$ cat src/rtl/data_sram_ctrl_if.sv
// Bundle of MEM-stage request, pipeline status and data SRAM-like bus signals.
// Pure wiring, no latency.
// The master modport is the sequencer; slave is the pipeline + bus side.
// Ports: mem_* request from MEM stage, pipe_stall/stall_req stall handshake,
//        rdata_out/rdata_valid/addr_err results, data_* two-phase bus.
interface data_sram_ctrl_if;
  logic        mem_req;
  logic        mem_wr;
  logic [1:0]  mem_size;
  logic        mem_unsigned;
  logic [31:0] mem_addr;
  logic [31:0] mem_wdata;
  logic        pipe_stall;
  logic        stall_req;
  logic [31:0] rdata_out;
  logic        rdata_valid;
  logic        addr_err;
  logic        data_req;
  logic        data_wr;
  logic [3:0]  data_wstrb;
  logic [31:0] data_addr;
  logic [31:0] data_wdata;
  logic        data_addr_ok;
  logic        data_data_ok;
  logic [31:0] data_rdata;

  modport master (
    input  mem_req, mem_wr, mem_size, mem_unsigned, mem_addr, mem_wdata, pipe_stall,
    input  data_addr_ok, data_data_ok, data_rdata,
    output stall_req, rdata_out, rdata_valid, addr_err,
    output data_req, data_wr, data_wstrb, data_addr, data_wdata
  );

  modport slave (
    output mem_req, mem_wr, mem_size, mem_unsigned, mem_addr, mem_wdata, pipe_stall,
    output data_addr_ok, data_data_ok, data_rdata,
    input  stall_req, rdata_out, rdata_valid, addr_err,
    input  data_req, data_wr, data_wstrb, data_addr, data_wdata
  );
endinterface

$ cat src/rtl/data_sram_ctrl.sv
// Turns one MEM-stage load/store into an address-phase + data-phase bus transaction.
// Latency: accept -> ADDR -> DATA -> DONE, 3 cycles minimum, +1 per addr_ok/data_ok wait.
// Backpressure: stalls the pipeline while in flight; holds the result in DONE under pipe_stall.
// Ports: clk, rst (async, active-high); bus = data_sram_ctrl_if.master carrying the
//        MEM request, stall handshake, extended load result and the data SRAM-like bus.
module data_sram_ctrl (
  input  logic             clk,
  input  logic             rst,
  data_sram_ctrl_if.master bus
);

  typedef enum logic [1:0] {IDLE = 2'd0, ADDR = 2'd1, DATA = 2'd2, DONE = 2'd3} state_t;

  state_t      state_q;
  logic        data_req_q;
  logic        data_wr_q;
  logic [3:0]  data_wstrb_q;
  logic [31:0] data_addr_q;
  logic [31:0] data_wdata_q;
  logic [31:0] rdata_out_q;
  logic        rdata_valid_q;
  logic [1:0]  size_q;
  logic        unsigned_q;

  logic        misaligned_d;
  logic        accept_d;
  logic [3:0]  wstrb_d;
  logic [31:0] wdata_d;
  logic [7:0]  lane_b_d;
  logic [15:0] lane_h_d;
  logic [31:0] load_ext_d;

  always_comb begin
    misaligned_d = 1'b0;
    wstrb_d      = 4'b1111;
    wdata_d      = bus.mem_wdata;
    case (bus.mem_size)
      2'b00: begin
        wstrb_d = 4'b0001 << bus.mem_addr[1:0];
        wdata_d = {4{bus.mem_wdata[7:0]}};
      end
      2'b01: begin
        misaligned_d = bus.mem_addr[0];
        wstrb_d      = 4'b0011 << {bus.mem_addr[1], 1'b0};
        wdata_d      = {2{bus.mem_wdata[15:0]}};
      end
      default: misaligned_d = |bus.mem_addr[1:0];  // size 11 behaves as word
    endcase
    accept_d = (state_q == IDLE) && bus.mem_req && !misaligned_d;
  end

  // Load lane selection uses the address latched at accept, not the live one.
  always_comb begin
    lane_b_d = bus.data_rdata[7:0];
    case (data_addr_q[1:0])
      2'b01:   lane_b_d = bus.data_rdata[15:8];
      2'b10:   lane_b_d = bus.data_rdata[23:16];
      2'b11:   lane_b_d = bus.data_rdata[31:24];
      default: lane_b_d = bus.data_rdata[7:0];
    endcase
    lane_h_d = data_addr_q[1] ? bus.data_rdata[31:16] : bus.data_rdata[15:0];
    case (size_q)
      2'b00:   load_ext_d = {{24{~unsigned_q & lane_b_d[7]}}, lane_b_d};
      2'b01:   load_ext_d = {{16{~unsigned_q & lane_h_d[15]}}, lane_h_d};
      default: load_ext_d = bus.data_rdata;
    endcase
  end

  always_ff @(posedge clk or posedge rst) begin
    if (rst) begin
      state_q       <= IDLE;
      data_req_q    <= 1'b0;
      data_wr_q     <= 1'b0;
      data_wstrb_q  <= 4'b0000;
      data_addr_q   <= 32'h0;
      data_wdata_q  <= 32'h0;
      rdata_out_q   <= 32'h0;
      rdata_valid_q <= 1'b0;
      size_q        <= 2'b00;
      unsigned_q    <= 1'b0;
    end else begin
      case (state_q)
        IDLE: begin
          if (accept_d) begin
            state_q      <= ADDR;
            data_req_q   <= 1'b1;
            data_wr_q    <= bus.mem_wr;
            data_wstrb_q <= bus.mem_wr ? wstrb_d : 4'b0000;
            data_addr_q  <= bus.mem_addr;
            data_wdata_q <= wdata_d;
            size_q       <= bus.mem_size;
            unsigned_q   <= bus.mem_unsigned;
          end
        end
        ADDR: begin
          if (bus.data_addr_ok) begin
            state_q    <= DATA;
            data_req_q <= 1'b0;
          end
        end
        DATA: begin
          if (bus.data_data_ok) begin
            state_q       <= DONE;
            rdata_out_q   <= data_wr_q ? 32'h0 : load_ext_d;
            rdata_valid_q <= 1'b1;
          end
        end
        DONE: begin
          // mem_req is ignored here so a held instruction is never reissued.
          if (!bus.pipe_stall) begin
            state_q       <= IDLE;
            rdata_valid_q <= 1'b0;
          end
        end
        default: state_q <= IDLE;
      endcase
    end
  end

  assign bus.stall_req   = accept_d || (state_q == ADDR) || (state_q == DATA);
  assign bus.addr_err    = (state_q == IDLE) && bus.mem_req && misaligned_d;
  assign bus.data_req    = data_req_q;
  assign bus.data_wr     = data_wr_q;
  assign bus.data_wstrb  = data_wstrb_q;
  assign bus.data_addr   = data_addr_q;
  assign bus.data_wdata  = data_wdata_q;
  assign bus.rdata_out   = rdata_out_q;
  assign bus.rdata_valid = rdata_valid_q;

endmodule

$ cat src/flat_wrapper.sv
// flat-port wrapper written by rule: the top's interface ports become plain ports
module data_sram_ctrl_flat 
  (clk, rst, bus_mem_req, bus_mem_wr, bus_mem_size, bus_mem_unsigned, bus_mem_addr, bus_mem_wdata, bus_pipe_stall, bus_data_addr_ok, bus_data_data_ok, bus_data_rdata, bus_stall_req, bus_rdata_out, bus_rdata_valid, bus_addr_err, bus_data_req, bus_data_wr, bus_data_wstrb, bus_data_addr, bus_data_wdata);
  data_sram_ctrl_if bus_i ();
  input  logic clk;
  input  logic rst;
  input wire logic [$bits(bus_i.mem_req)-1:0] bus_mem_req;
  input wire logic [$bits(bus_i.mem_wr)-1:0] bus_mem_wr;
  input wire logic [$bits(bus_i.mem_size)-1:0] bus_mem_size;
  input wire logic [$bits(bus_i.mem_unsigned)-1:0] bus_mem_unsigned;
  input wire logic [$bits(bus_i.mem_addr)-1:0] bus_mem_addr;
  input wire logic [$bits(bus_i.mem_wdata)-1:0] bus_mem_wdata;
  input wire logic [$bits(bus_i.pipe_stall)-1:0] bus_pipe_stall;
  input wire logic [$bits(bus_i.data_addr_ok)-1:0] bus_data_addr_ok;
  input wire logic [$bits(bus_i.data_data_ok)-1:0] bus_data_data_ok;
  input wire logic [$bits(bus_i.data_rdata)-1:0] bus_data_rdata;
  output wire logic [$bits(bus_i.stall_req)-1:0] bus_stall_req;
  output wire logic [$bits(bus_i.rdata_out)-1:0] bus_rdata_out;
  output wire logic [$bits(bus_i.rdata_valid)-1:0] bus_rdata_valid;
  output wire logic [$bits(bus_i.addr_err)-1:0] bus_addr_err;
  output wire logic [$bits(bus_i.data_req)-1:0] bus_data_req;
  output wire logic [$bits(bus_i.data_wr)-1:0] bus_data_wr;
  output wire logic [$bits(bus_i.data_wstrb)-1:0] bus_data_wstrb;
  output wire logic [$bits(bus_i.data_addr)-1:0] bus_data_addr;
  output wire logic [$bits(bus_i.data_wdata)-1:0] bus_data_wdata;
  assign bus_i.mem_req = bus_mem_req;
  assign bus_i.mem_wr = bus_mem_wr;
  assign bus_i.mem_size = bus_mem_size;
  assign bus_i.mem_unsigned = bus_mem_unsigned;
  assign bus_i.mem_addr = bus_mem_addr;
  assign bus_i.mem_wdata = bus_mem_wdata;
  assign bus_i.pipe_stall = bus_pipe_stall;
  assign bus_i.data_addr_ok = bus_data_addr_ok;
  assign bus_i.data_data_ok = bus_data_data_ok;
  assign bus_i.data_rdata = bus_data_rdata;
  assign bus_stall_req = bus_i.stall_req;
  assign bus_rdata_out = bus_i.rdata_out;
  assign bus_rdata_valid = bus_i.rdata_valid;
  assign bus_addr_err = bus_i.addr_err;
  assign bus_data_req = bus_i.data_req;
  assign bus_data_wr = bus_i.data_wr;
  assign bus_data_wstrb = bus_i.data_wstrb;
  assign bus_data_addr = bus_i.data_addr;
  assign bus_data_wdata = bus_i.data_wdata;
  data_sram_ctrl u_core (.clk(clk), .rst(rst), .bus(bus_i));
endmodule
$ cat config.mk
export PLATFORM = sky130hd
export DESIGN_NAME = data_sram_ctrl_flat
export DESIGN_NICKNAME = d
export VERILOG_FILES = /design/src/rtl/data_sram_ctrl_if.sv /design/src/rtl/data_sram_ctrl.sv /design/src/flat_wrapper.sv
export SDC_FILE = /design/constraint.sdc
export NUM_CORES = 1
export LEC_CHECK = 0
export ABC_CLOCK_PERIOD_IN_PS = 3900
export BUFFER_PORTS_ARGS = -buffer_cell sky130_fd_sc_hd__buf_2
export CAP_MARGIN = 20
export CORE_MARGIN = 4
export CORE_UTILIZATION = 40
export CTS_CLUSTER_DIAMETER = 150
export DETAILED_ROUTE_END_ITERATION = 10
export HOLD_SLACK_MARGIN = 0.03
export PLACE_DENSITY = 0.69
export SYNTH_ARGS = -nofsm -noshare
export SYNTH_HDL_FRONTEND = slang
export SYNTH_SLANG_ARGS = --single-unit
$ cat constraint.sdc
create_clock -name clk -period 3.9 [get_ports clk]
set_input_delay 0.39 -clock clk [delete_from_list [all_inputs] [get_ports clk]]
set_output_delay 0.39 -clock clk [all_outputs]
set_load 0.02 [all_outputs]
After elaboration in Yosys (flattened, before gate mapping)
Cells that the tools add are included.
{ "totals": {"register_bits": 108, "latchBits": 0, "mem_bits_rw": 0, "romBits": 0, "inputBits": 106, "output_inout_bits": 105, "wordCells": 63, "n_memories": 0} }
{ "classes": {"addsub": 0, "multipliers": 0, "div_mod_pow": 0, "order_cmp": 0, "eq_ne": 12, "n_shift": 2, "mux": 19, "bitwise": 3, "reduce_logical": 17} }
{ "ops": {"columns": ["op", "count"], "rows": [
  ["$pmux W32 S2", 2],
  ["$mux W32", 1],
  ["$pmux W8 S3", 1],
  ["$mux W16", 1],
  ["$eq A2 B1 Y1 const B", 4],
  ["$eq A2 B2 Y1 const B", 4],
  ["$mux W2", 4],
  ["$pmux W2 S4", 1],
  ["$pmux W4 S2", 1],
  ["$logic_not A2 Y1", 3],
  ["$ne A2 B2 Y1 const B", 3],
  ["$pmux W1 S2", 3],
  ["$reduce_and A3 Y1", 2],
  ["$mux W1", 4],
  ["$mux W4", 1],
  ["$reduce_and A2 Y1", 2],
  ["$reduce_and A4 Y1", 1],
  ["$reduce_bool A2 Y1", 2],
  ["$shl A1 B2 Y4 const A", 1],
  ["$shl A2 B2 Y4 const A", 1],
  ["$logic_and A1 B1 Y1", 3],
  ["$and A1 B1 Y1", 2],
  ["$logic_or A1 B1 Y1", 2],
  ["$ne A2 B1 Y1 const B", 1],
  ["3 further kinds", 3]
]} }

Depth between registers and ports, before layout
Gate-level depths: netlist of run 1.
{ "logic_depth": {"ltp_word": 6, "mapped_depth": 8} }

Worst setup path before layout of run 1
Ideal clock, no wire load.
{ "synth_path": {"kind": "register -> output", "from": "reg u_core.state_q[0]", "to": "out bus_stall_req", "arrival_time_ns": 1.637, "setup_slack_ns": 1.873, "path_stages_with_launch": 8, "n_path_buf": 2, "path_cell_list": "dfrtp_1 inv_1 ha_1 nand2_1 o21bai_1 buf_2 buf_1 nand3_1"} }
{ "synth_between": {"elab_chain_cells": 5, "elab_cells_between_ends": 7, "cone_classes": "2 x eq/ne; 5 x reduce/logical"} }
{ "synth_lines": {"columns": ["element", "line_no", "source"], "rows": [
  ["from (decl)", "data_sram_ctrl.sv:14", "state_t state_q;"],
  ["from (signal assigned)", "data_sram_ctrl.sv:71", "state_q <= IDLE;"],
  ["from (signal assigned)", "data_sram_ctrl.sv:85", "state_q <= ADDR;"],
  ["from (signal assigned)", "data_sram_ctrl.sv:97", "state_q <= DATA;"],
  ["$logic_not A2 Y1", "data_sram_ctrl.sv:49", "accept_d = (state_q == IDLE) && bus.mem_req && !misaligned_d;"],
  ["$logic_and A1 B1 Y1 (2 in a row)", "data_sram_ctrl.sv:49", null],
  ["$logic_or A1 B1 Y1", "data_sram_ctrl.sv:120", "assign bus.stall_req = accept_d || (state_q == ADDR) || (state_q == DATA);"],
  ["$logic_or A1 B1 Y1 (*)", "data_sram_ctrl.sv:120", null],
  ["to (decl)", "flat_wrapper.sv:17", "output wire logic [$bits(bus_i.stall_req)-1:0] bus_stall_req;"]
]} }
Every way passes the cells marked *; elsewhere a longest branch is shown, timed or not.

Worst setup path in the final report of run 1
{ "layout_path": {"from": "reg u_core.state_q[0]", "to": "reg u_core.rdata_out_q[16] (netlist: u_core.bus.rdata_out[16])"} }
{ "layout_between": {"elab_chain_cells": 2} }
{ "layout_lines": {"columns": ["element", "line_no", "source"], "rows": [
  ["$eq A2 B2 Y1", "data_sram_ctrl.sv:82", "case (state_q)"],
  ["$reduce_and A2 Y1 (no line)", null, null],
  ["to (signal assigned)", "data_sram_ctrl.sv:104", "rdata_out_q <= data_wr_q ? 32'h0 : load_ext_d;"],
  ["to (decl)", "data_sram_ctrl.sv:20", "logic [31:0] rdata_out_q;"]
]} }
Every way passes these cells.
A chain may end at the register's enable or synchronous reset.

==> impl_metrics.ini, run 1 <==
[route]
wl_per_cell_um = 17.6
drt_iter0_drc = 419
num_vias = 4249
routed_wl_um = 14200
vias_per_cell = 5.27
remaining_drc_errors = 0
drtAntennaViolNets = 0
dr.pass1.iters = 8

[synthesis]
synth_edf_count = 0
syn_inst = 435
ys.flop_type = dfrtp_1
ys_warn_count = 0
synth.distinct_cells = 37
ys_seq_area_share_pct = 54.1
synthArstFlopShare_pct = 100
synthTopCellsByCount = dfrtp_1, o21ai_0, mux2_2
yosysMostFrequentCell = dfrtp_1
syn_nets = 546
synth.avg_cell_area_um2 = 11.5
yosys.area.top_type = dfrtp_1
netlist_area_um2 = 5000
synth_area_leaders = dfrtp_1, mux2_2, mux2i_1
ys_seq_elements = 108
synth_top_cell_area_share_pct = 54.1

[critical_path]
reg2reg_from = u_core.state_q[0]$_DFFE_PP0P_
critPathLaunchType = flop
cp_top_family = simple AND/OR/NAND/NOR gates
r2r_setup_slack_ps = 1300
crit_chain = inv_1 -> ha_1 -> nand2_1 -> buf_4 -> or2_2 -> nor2_1 -> a221o_2
worstPathRequired_ps = 4180
rr_worst_depth = 7
crit_arrival_ps = 2880
crit_path_max_incr_delay_ps = 790
r2r_end = u_core.bus.rdata_out[16]$_DFFE_PP0P_
critical_path_class = flop to flop
cp_max_fo = 34
cp_slowest_cell = nor2_1
critPathCaptureType = flop
path_buf_inv = 2

[clock_tree]
clock_latency_ps = 350
postCtsHoldBufs = 0
cts_made_buffers = 9
ctsLongestPathBuffers = 2
h-tree-depth = 3
clkSinkCount = 108
post_cts_resized = 0
cts-root-buf = clkbuf_16
cts_setup_buffers = 0
cts_tree = built
clkTransAtPathRegs_ps = 70

[sta]
setup-violations-final = 0
max_clock_freq_ghz = 0.385
rsz0062_at_grt = false
finalHoldViolCount = 0
worstMarginPinSlew_ps = 1060
slew_headroom_pct = 28.2
timing.final.crit_share_pct = 66.6
final-max-slew-violation-count = 0
fin_crit_ps = 2600
tns_ps = 0
clock_skew_ps = 7.49

[floorplan]
ios = 211
fp.dieW_um = 120
start_util_pct = 41.3
rows = 40
die_area_um2 = 14300
die_h_um = 120
coreArea_um2 = 12100

[global_route]
grt_max_degree = 94
track_usage_pct = 19.8
antenna_found_initial = 0
grt_pass1_vias = 4321
grt_first_pass_wirelength_um = 22600
grt_overflow = 0

[place]
port_buffers = 210
hpwlAfterDp_um = 10500
gp_congestion = 0.922

[outcome]
status = finished, final reports clean

[final_layout]
multi_input_area_um2 = 2150
final_layout_size_suffix_gt1_share_pct = 45.6
area.sequential_um2 = 2700
nets = 744
nFillCells = 1091
num_antenna_cells = 0
area_growth_pct = 30.7

[power_and_ir_drop]
powerDensity_nw_per_um2 = 853
ir_worst_vdd_uv = 365
p_leak_uw = 0.00333
power_uw = 5570

[min_path]
worstHoldPathType = primary input to async pin

[flow_run]
cap_violations = 0
-- state kept, by name, indices dropped and copies added (netlist names), 2 cells and up --
signal / flops
u_core.bus.data_wstrb: 4
u_core.bus.data_wdata: 32
u_core.size_q: 2
u_core.bus.data_addr: 32
u_core.state_q: 2
u_core.bus.rdata_out: 32
-- cell type report --
class / instances / share of cell area (%)
inverters: 10 / 0.613
multi-input cells: 290 / 33.0
repair buffers: 214 / 16.7
clock buffers: 11 / 3.87
flip-flops and latches: 108 / 41.4
well taps: 168 / 3.22
clock inverters: 5 / 1.26
-- power by group --
part	internal (uW)	switching, uW
logic	1010	1510
registers	1660	373
clock network	601	415
-- metrics by stage --
stage	util, %	std cells	hold WS (ps)	area, um2	setup WS [ps]
detailed placement	51.2	790	465	6200	1350
finish	54.0	806	235	6540	1300
CTS	54.0	806	235	6540	1300
floorplan	-	435	487	5000	664
global route	54.0	806	253	6540	1120
global placement	51.2	790	459	6200	1500
-- cell families (layout without fill, tap and decap cells) --
logic type	Yosys count	in the layout	share of synthesized area, %
AOI/OAI and AO/OA	124	124	16.6
and+or+nand+nor	76	76	6.91
buffers and inverters	37	240	3.08
muxes	85	85	18.1
adders and majority gates	5	5	1.25
DFF	108	108	54.1
-- per-layer routing --
metal | wire [um] | global-route usage [%] | part of all wire (%)
met3 | 1340 | 6.50 | 9.5
met2 | 6700 | 31.9 | 47
met4 | 219 | 6.87 | 1.5
met1 | 5890 | 25.1 | 42
met5 | 0 | 0 | 0
-- cell usage in the layout (no fill, tap or decap), drive strengths merged --
| cell type | Yosys | layout |
|---|---|---|
| or3 | 2 | 2 |
| o22ai | 3 | 3 |
| o21ba | 1 | 1 |
| clkbuf | 14 | 11 |
| a21oi | 20 | 20 |
| nor2b | 7 | 7 |
| o211ai | 1 | 1 |
| nand2b | 6 | 6 |
| a221oi | 2 | 2 |
| buf | 13 | 214 |
| bufinv | 0 | 2 |
| nor4b | 1 | 1 |
| dfrtp | 108 | 108 |
| a32o | 1 | 1 |
| o41ai | 1 | 1 |
| ha | 5 | 5 |
| mux2i | 41 | 41 |
| o31ai | 1 | 1 |
| clkinv | 0 | 2 |
| a22o | 7 | 7 |
| a221o | 16 | 16 |
| inv | 10 | 11 |
| or2 | 2 | 2 |
| a2111oi | 1 | 1 |
| nand2 | 40 | 40 |
| mux2 | 44 | 44 |
| a31oi | 1 | 1 |
| a222oi | 6 | 6 |
| nor3 | 1 | 1 |
| a21o | 1 | 1 |
| nand3 | 1 | 1 |
| nor2 | 16 | 16 |
| o21bai | 1 | 1 |
| o21ai | 61 | 61 |
-- worst max path at each step --
stage,from,end,slack (ps),depth (start not counted)
2_1_floorplan,rst,u_core.bus.data_addr[0]$_DFFE_PP0P_,660,1
3_3_place_gp,u_core.state_q[0]$_DFFE_PP0P_,u_core.bus.rdata_out[18]$_DFFE_PP0P_,1500,7
3_5_place_dp,u_core.state_q[0]$_DFFE_PP0P_,u_core.bus.rdata_out[16]$_DFFE_PP0P_,1350,7
4_1_cts,u_core.state_q[0]$_DFFE_PP0P_,u_core.bus.rdata_out[27]$_DFFE_PP0P_,1300,7
5_1_grt,u_core.state_q[0]$_DFFE_PP0P_,u_core.bus.rdata_out[16]$_DFFE_PP0P_,1120,7
6_report,u_core.state_q[0]$_DFFE_PP0P_,u_core.bus.rdata_out[16]$_DFFE_PP0P_,1300,7
-- worst register-to-register path, delay by kind of cell (launching register included) --
family / cells / cell delay, ps
buffers and inverters: 2 / 380
adders and majority gates: 1 / 230
and+or+nand+nor: 3 / 1210
AOI/OAI and AO/OA: 1 / 310
DFF: 1 / 400
Power figures use the tool's default switching activity.
==> run 2: changes to the inputs <==
--- a/config.mk
+++ b/config.mk
@@ -5,7 +5,7 @@
 export SDC_FILE = /design/constraint.sdc
 export NUM_CORES = 1
 export LEC_CHECK = 0
-export ABC_CLOCK_PERIOD_IN_PS = 3900
+export ABC_CLOCK_PERIOD_IN_PS = 2300
 export BUFFER_PORTS_ARGS = -buffer_cell sky130_fd_sc_hd__buf_2
 export CAP_MARGIN = 20
 export CORE_MARGIN = 4
@@ -13,7 +13,7 @@
 export CTS_CLUSTER_DIAMETER = 150
 export DETAILED_ROUTE_END_ITERATION = 10
 export HOLD_SLACK_MARGIN = 0.03
-export PLACE_DENSITY = 0.69
+export PLACE_DENSITY = 0.71
 export SYNTH_ARGS = -nofsm -noshare
 export SYNTH_HDL_FRONTEND = slang
 export SYNTH_SLANG_ARGS = --single-unit
==> constraint.sdc (replaced) <==
create_clock -name clk -period 2.3 [get_ports clk]
set_input_delay 0.23 -clock clk [delete_from_list [all_inputs] [get_ports clk]]
set_output_delay 0.23 -clock clk [all_outputs]
set_load 0.02 [all_outputs]
==> impl_metrics.ini, run 2 (same netlist as run 1, synthesis figures left out) <==
[final_layout]
layout_common_cells = buf_2, dfrtp_1, o21ai_0
nFillCells = 1073
final_common_cell = buf_2
final_layout_size_suffix_gt1_share_pct = 46.6
area_growth_pct = 33.2
num_antenna_cells = 0
nets = 754

[floorplan]
fp.dieW_um = 120
start_util_pct = 41.3
ios = 211
rows = 40
die_h_um = 120
coreArea_um2 = 12100
die_area_um2 = 14300

[route]
routed_wl_um = 14100
remaining_drc_errors = 0
drt_iter0_drc = 306
num_vias = 4300
wl_per_cell_um = 17.3
vias_per_cell = 5.27
drtAntennaViolNets = 0
dr.pass1.iters = 8

[sta]
slew_headroom_pct = 31.6
finalHoldViolCount = 0
fin_crit_ps = 2150
worstMarginPinSlew_ps = 1010
final-max-slew-violation-count = 0
tns_ps = 0
rsz0062_at_grt = false
max_clock_freq_ghz = 0.464
timing.final.crit_share_pct = 93.6
setup-violations-final = 0
clock_skew_ps = 7.70

[critical_path]
critPathCaptureType = output port
critPathLaunchType = flop
worstPathRequired_ps = 2070
cp_max_fo = 26
critical_path_class = flop to output port
r2r_setup_slack_ps = 220
crit_chain = inv_1 -> ha_2 -> nand2_1 -> o21bai_4 -> clkbuf_16 -> nand3_1 -> buf_2
cp_slowest_cell = dfrtp_1
crit_arrival_ps = 1920
crit_path_max_incr_delay_ps = 410

[global_route]
track_usage_pct = 19.4
grt_overflow = 0
grt_pass1_vias = 4220
grt_first_pass_wirelength_um = 22200
grt_max_degree = 107
antenna_found_initial = 0

[clock_tree]
cts_made_buffers = 9
cts-root-buf = clkbuf_16
clkSinkCount = 108
h-tree-depth = 3
ctsLongestPathBuffers = 2
clock_latency_ps = 340
clkTransAtPathRegs_ps = 70
cts_tree = built

[place]
gp_congestion = 0.874
hpwlAfterDp_um = 10400
port_buffers = 210

[power_and_ir_drop]
ir_worst_vdd_uv = 677
powerDensity_nw_per_um2 = 1440
power_uw = 9580
p_leak_uw = 0.00338

[min_path]
worstHoldPathType = primary input to flop

[outcome]
status = finished, final reports clean

[flow_run]
cap_violations = 0
[run 2: area by class of cell]
class	instances	area [um2]	share of cell area (%)
Clock buffer	9	225	3.38
Clock inverter	7	123	1.84
Inverter	10	41.3	0.620
Multi-Input combinational cell	290	2160	32.4
Sequential cell	108	2700	40.6
Tap cell	168	210	3.16
Timing Repair Buffer	224	1200	18.0
[run 2: what timing repair did]
| item | 4_1_cts | 5_1_grt |
|---|---|---|
| resized for setup | 1 | 3 |
| hold buffers | 1 | 0 |
| endpoints found under the setup margin | 16 | 1 |
| setup buffers | 0 | 0 |
| gates cloned | 0 | 2 |
| hold endpoints to repair | 2 | 0 |
| pin swaps | 0 | 0 |
[run 2: critical path: cells and delay by family, from the launching register on]
family,cells,cell delay [ps]
AOI/OAI and AO/OA,1,220
adders and majority gates,1,220
buffers and inverters,3,530
DFF,1,410
and+or+nand+nor,2,190
[run 2: final timing paths]
kind / depth (start not counted) / from / endpoint
worst min register to register: 2 / u_core.bus.data_wdata[31]$_DFFE_PP0P_ / u_core.bus.data_wdata[31]$_DFFE_PP0P_
worst max-delay path: 7 / u_core.state_q[0]$_DFFE_PP0P_ / bus_stall_req
max in group asynchronous: 4 / rst / u_core.state_q[0]$_DFFE_PP0P_
worst min-delay path: 2 / bus_data_addr_ok / u_core.bus.data_req$_DFFE_PP0P_
min in group asynchronous: 3 / rst / u_core.bus.data_wdata[12]$_DFFE_PP0P_
worst max register to register: 6 / u_core.state_q[0]$_DFFE_PP0P_ / u_core.bus.rdata_out[25]$_DFFE_PP0P_
[run 2: layer usage]
layer	routed length, um	GRT usage, %	up-vias
met5	0	0	-
met4	285	7.23	0
met3	1350	5.89	18
met2	6700	30.8	201
met1	5770	25.1	2084
li1	-	-	1997
[run 2: through the flow]
| stage | instance area [um2] | util [%] | instances | hold WS (ps) | setup slack [ps] |
|---|---|---|---|---|---|
| 2_1_floorplan | 5000 | - | 435 | 327 | 364 |
| 3_3_place_gp | 6270 | 51.7 | 797 | 120 | 78.9 |
| 3_5_place_dp | 6270 | 51.7 | 797 | 121 | -73.9 |
| 4_1_cts | 6630 | 54.7 | 814 | 66.8 | 5.14 |
| 6_report | 6660 | 55.0 | 816 | 78.7 | 147 |
| 5_1_grt | 6660 | 55.0 | 816 | 68.7 | 34.3 |
[run 2: report_power, final]
| group | switching, uW | internal [uW] |
|---|---|---|
| Combinational | 2640 | 1790 |
| Sequential | 565 | 2820 |
| Clock | 706 | 1070 |
==> run 3: changes to the inputs <==
--- a/config.mk
+++ b/config.mk
@@ -10,6 +10,7 @@
 export CAP_MARGIN = 20
 export CORE_MARGIN = 4
 export CORE_UTILIZATION = 40
+export CTS_BUF_LIST = sky130_fd_sc_hd__clkbuf_2
 export CTS_CLUSTER_DIAMETER = 150
 export DETAILED_ROUTE_END_ITERATION = 10
 export HOLD_SLACK_MARGIN = 0.03
==> impl_metrics.ini, run 3 (same netlist as run 1, synthesis figures left out) <==
[critical_path]
cp_top_family = buffers and inverters
critPathCaptureType = flop
crit_chain = inv_2 -> ha_4 -> nand2_2 -> o21bai_4 -> buf_4 -> bufbuf_16 -> nand2_1 -> o41ai_1 -> dlygate4sd3_1
worstPathRequired_ps = 2850
rr_worst_depth = 9
cp.depth = 9
path_buf_inv = 4
crit_arrival_ps = 2750
cp_max_fo = 51
critPathLaunchType = flop
critical_path_class = flop to flop
cp_slowest_cell = dlygate4sd3_1
crit_path_max_incr_delay_ps = 560

[place]
dp_slack_ps = -73.9
gp_congestion = 0.874
port_buffers = 210
hpwlAfterDp_um = 10400

[sta]
finalHoldViolCount = 0
timing.final.crit_share_pct = 95.7
worstMarginPinSlew_ps = 1020
final-max-slew-violation-count = 0
tns_ps = 0
slew_headroom_pct = 31.0
clock_skew_ps = 26.6
setup-violations-final = 0
post-route-worst-setup-slack_ps = 99.7
max_clock_freq_ghz = 0.454
fin_crit_ps = 2200

[route]
num_vias = 4914
remaining_drc_errors = 0
vias_per_cell = 5.23
dr.pass1.iters = 5
wl_per_cell_um = 18.3
drt_iter0_drc = 352
drtAntennaViolNets = 0
routed_wl_um = 17200

[global_route]
grt_overflow = 0
grt_max_degree = 107
track_usage_pct = 24.3
grt_first_pass_wirelength_um = 27500
grt_pass1_vias = 5187
antenna_found_initial = 0

[floorplan]
die_area_um2 = 14300
coreArea_um2 = 12100
ios = 211
rows = 40
die_h_um = 120
start_util_pct = 41.3
fp.dieW_um = 120

[outcome]
status = finished, final reports clean

[min_path]
worstHoldPathCells = 4
worstHoldPathType = primary input to flop

[final_layout]
final_common_cell = buf_2
final_layout_size_suffix_gt1_share_pct = 40.9
nets = 877
area_growth_pct = 55.3
layout_common_cells = buf_2, dlygate4sd3_1, dfrtp_1
num_antenna_cells = 0

[power_and_ir_drop]
p_sw_share_pct = 43.0
p_int_uw = 5370
power_uw = 9410
p_comb_share_pct = 52.0
power_frac_clock_pct = 12.0
p_switching_uw = 4040
p_seq_share_pct = 36.0
ir_worst_vdd_uv = 592
p_leak_uw = 0.00388
powerDensity_nw_per_um2 = 1210

[clock_tree]
cts_tree = built
clkSinkCount = 108
cts-root-buf = clkbuf_2
clock_latency_ps = 610
clkTransAtPathRegs_ps = 290
h-tree-depth = 3
cts_made_buffers = 9
ctsLongestPathBuffers = 2

[flow_run]
cap_violations = 0
## run 3: worst min-delay path: cells and delay by family
| kind | cells | cell delay, ps |
|---|---|---|
| buffers and inverters | 1 | 130 |
| AO/OA/AOI/OAI | 2 | 240 |
| multiplexers | 1 | 130 |
## run 3: per-layer routing
| metal | vias up | wire length (um) | part of all wire (%) | track usage [%] |
|---|---|---|---|---|
| met5 | - | 0 | 0 | 0 |
| met4 | 0 | 533 | 3.1 | 9.81 |
| met3 | 40 | 1390 | 8.1 | 6.27 |
| met2 | 227 | 8610 | 50 | 42.2 |
| met1 | 2403 | 6650 | 39 | 28.6 |
| li1 | 2244 | - | - | - |
## run 3: layout make-up
class	count	area (um2)
clock buffers	9	45.0
well taps	168	210
multi-input cells	290	2170
clock inverters	7	123
repair buffers	347	2470
inverters	10	41.3
flip-flops and latches	108	2700
fillers	947	4350
## run 3: through the flow
stage	instance area, um2	cells	utilization [%]	hold WS [ps]
finish	7760	939	64.1	112
floorplan	5000	435	-	327
detailed placement	6270	797	51.7	121
global placement	6270	797	51.7	120
global route	7760	939	64.1	79.4
CTS	7710	933	63.7	37.3
## run 3: final timing paths
kind / startpoint / end / slack, ps
setup reg to reg: u_core.state_q[0]$_DFFE_PP0P_ / u_core.bus.data_wstrb[0]$_DFFE_PP0P_ / 100
hold reg to reg: u_core.bus.data_wdata[13]$_DFFE_PP0P_ / u_core.bus.data_wdata[13]$_DFFE_PP0P_ / 520
hold / removal: bus_data_data_ok / u_core.state_q[0]$_DFFE_PP0P_ / 110
min in group asynchronous: rst / u_core.bus.data_wdata[2]$_DFFE_PP0P_ / 590
setup / recovery: u_core.state_q[0]$_DFFE_PP0P_ / u_core.bus.data_wstrb[0]$_DFFE_PP0P_ / 100
max in group asynchronous: rst / u_core.bus.data_wdata[27]$_DFFE_PP0P_ / 930
## run 3: what timing repair did
item | in CTS | in global routing
endpoints found under the setup margin | 17 | 2
buffers inserted | 3 | 6
pin swaps | 1 | 0
cloned | 3 | 0
hold buffers | 114 | 0
resized for setup | 6 | 2
hold endpoints to repair | 215 | 0
## run 3: power by group through the flow
| stage | Sequential [uW] | Clock, uW | Combinational [uW] |
|---|---|---|---|
| final | 3380 | 1130 | 4890 |
| after global routing | 3500 | 1230 | 5290 |
| after CTS | 3350 | 1170 | 4770 |
| after detailed placement | 3400 | 0 | 4420 |
| after global placement | 3350 | 0 | 4340 |
| after floorplan | 4400 | 0 | 1840 |
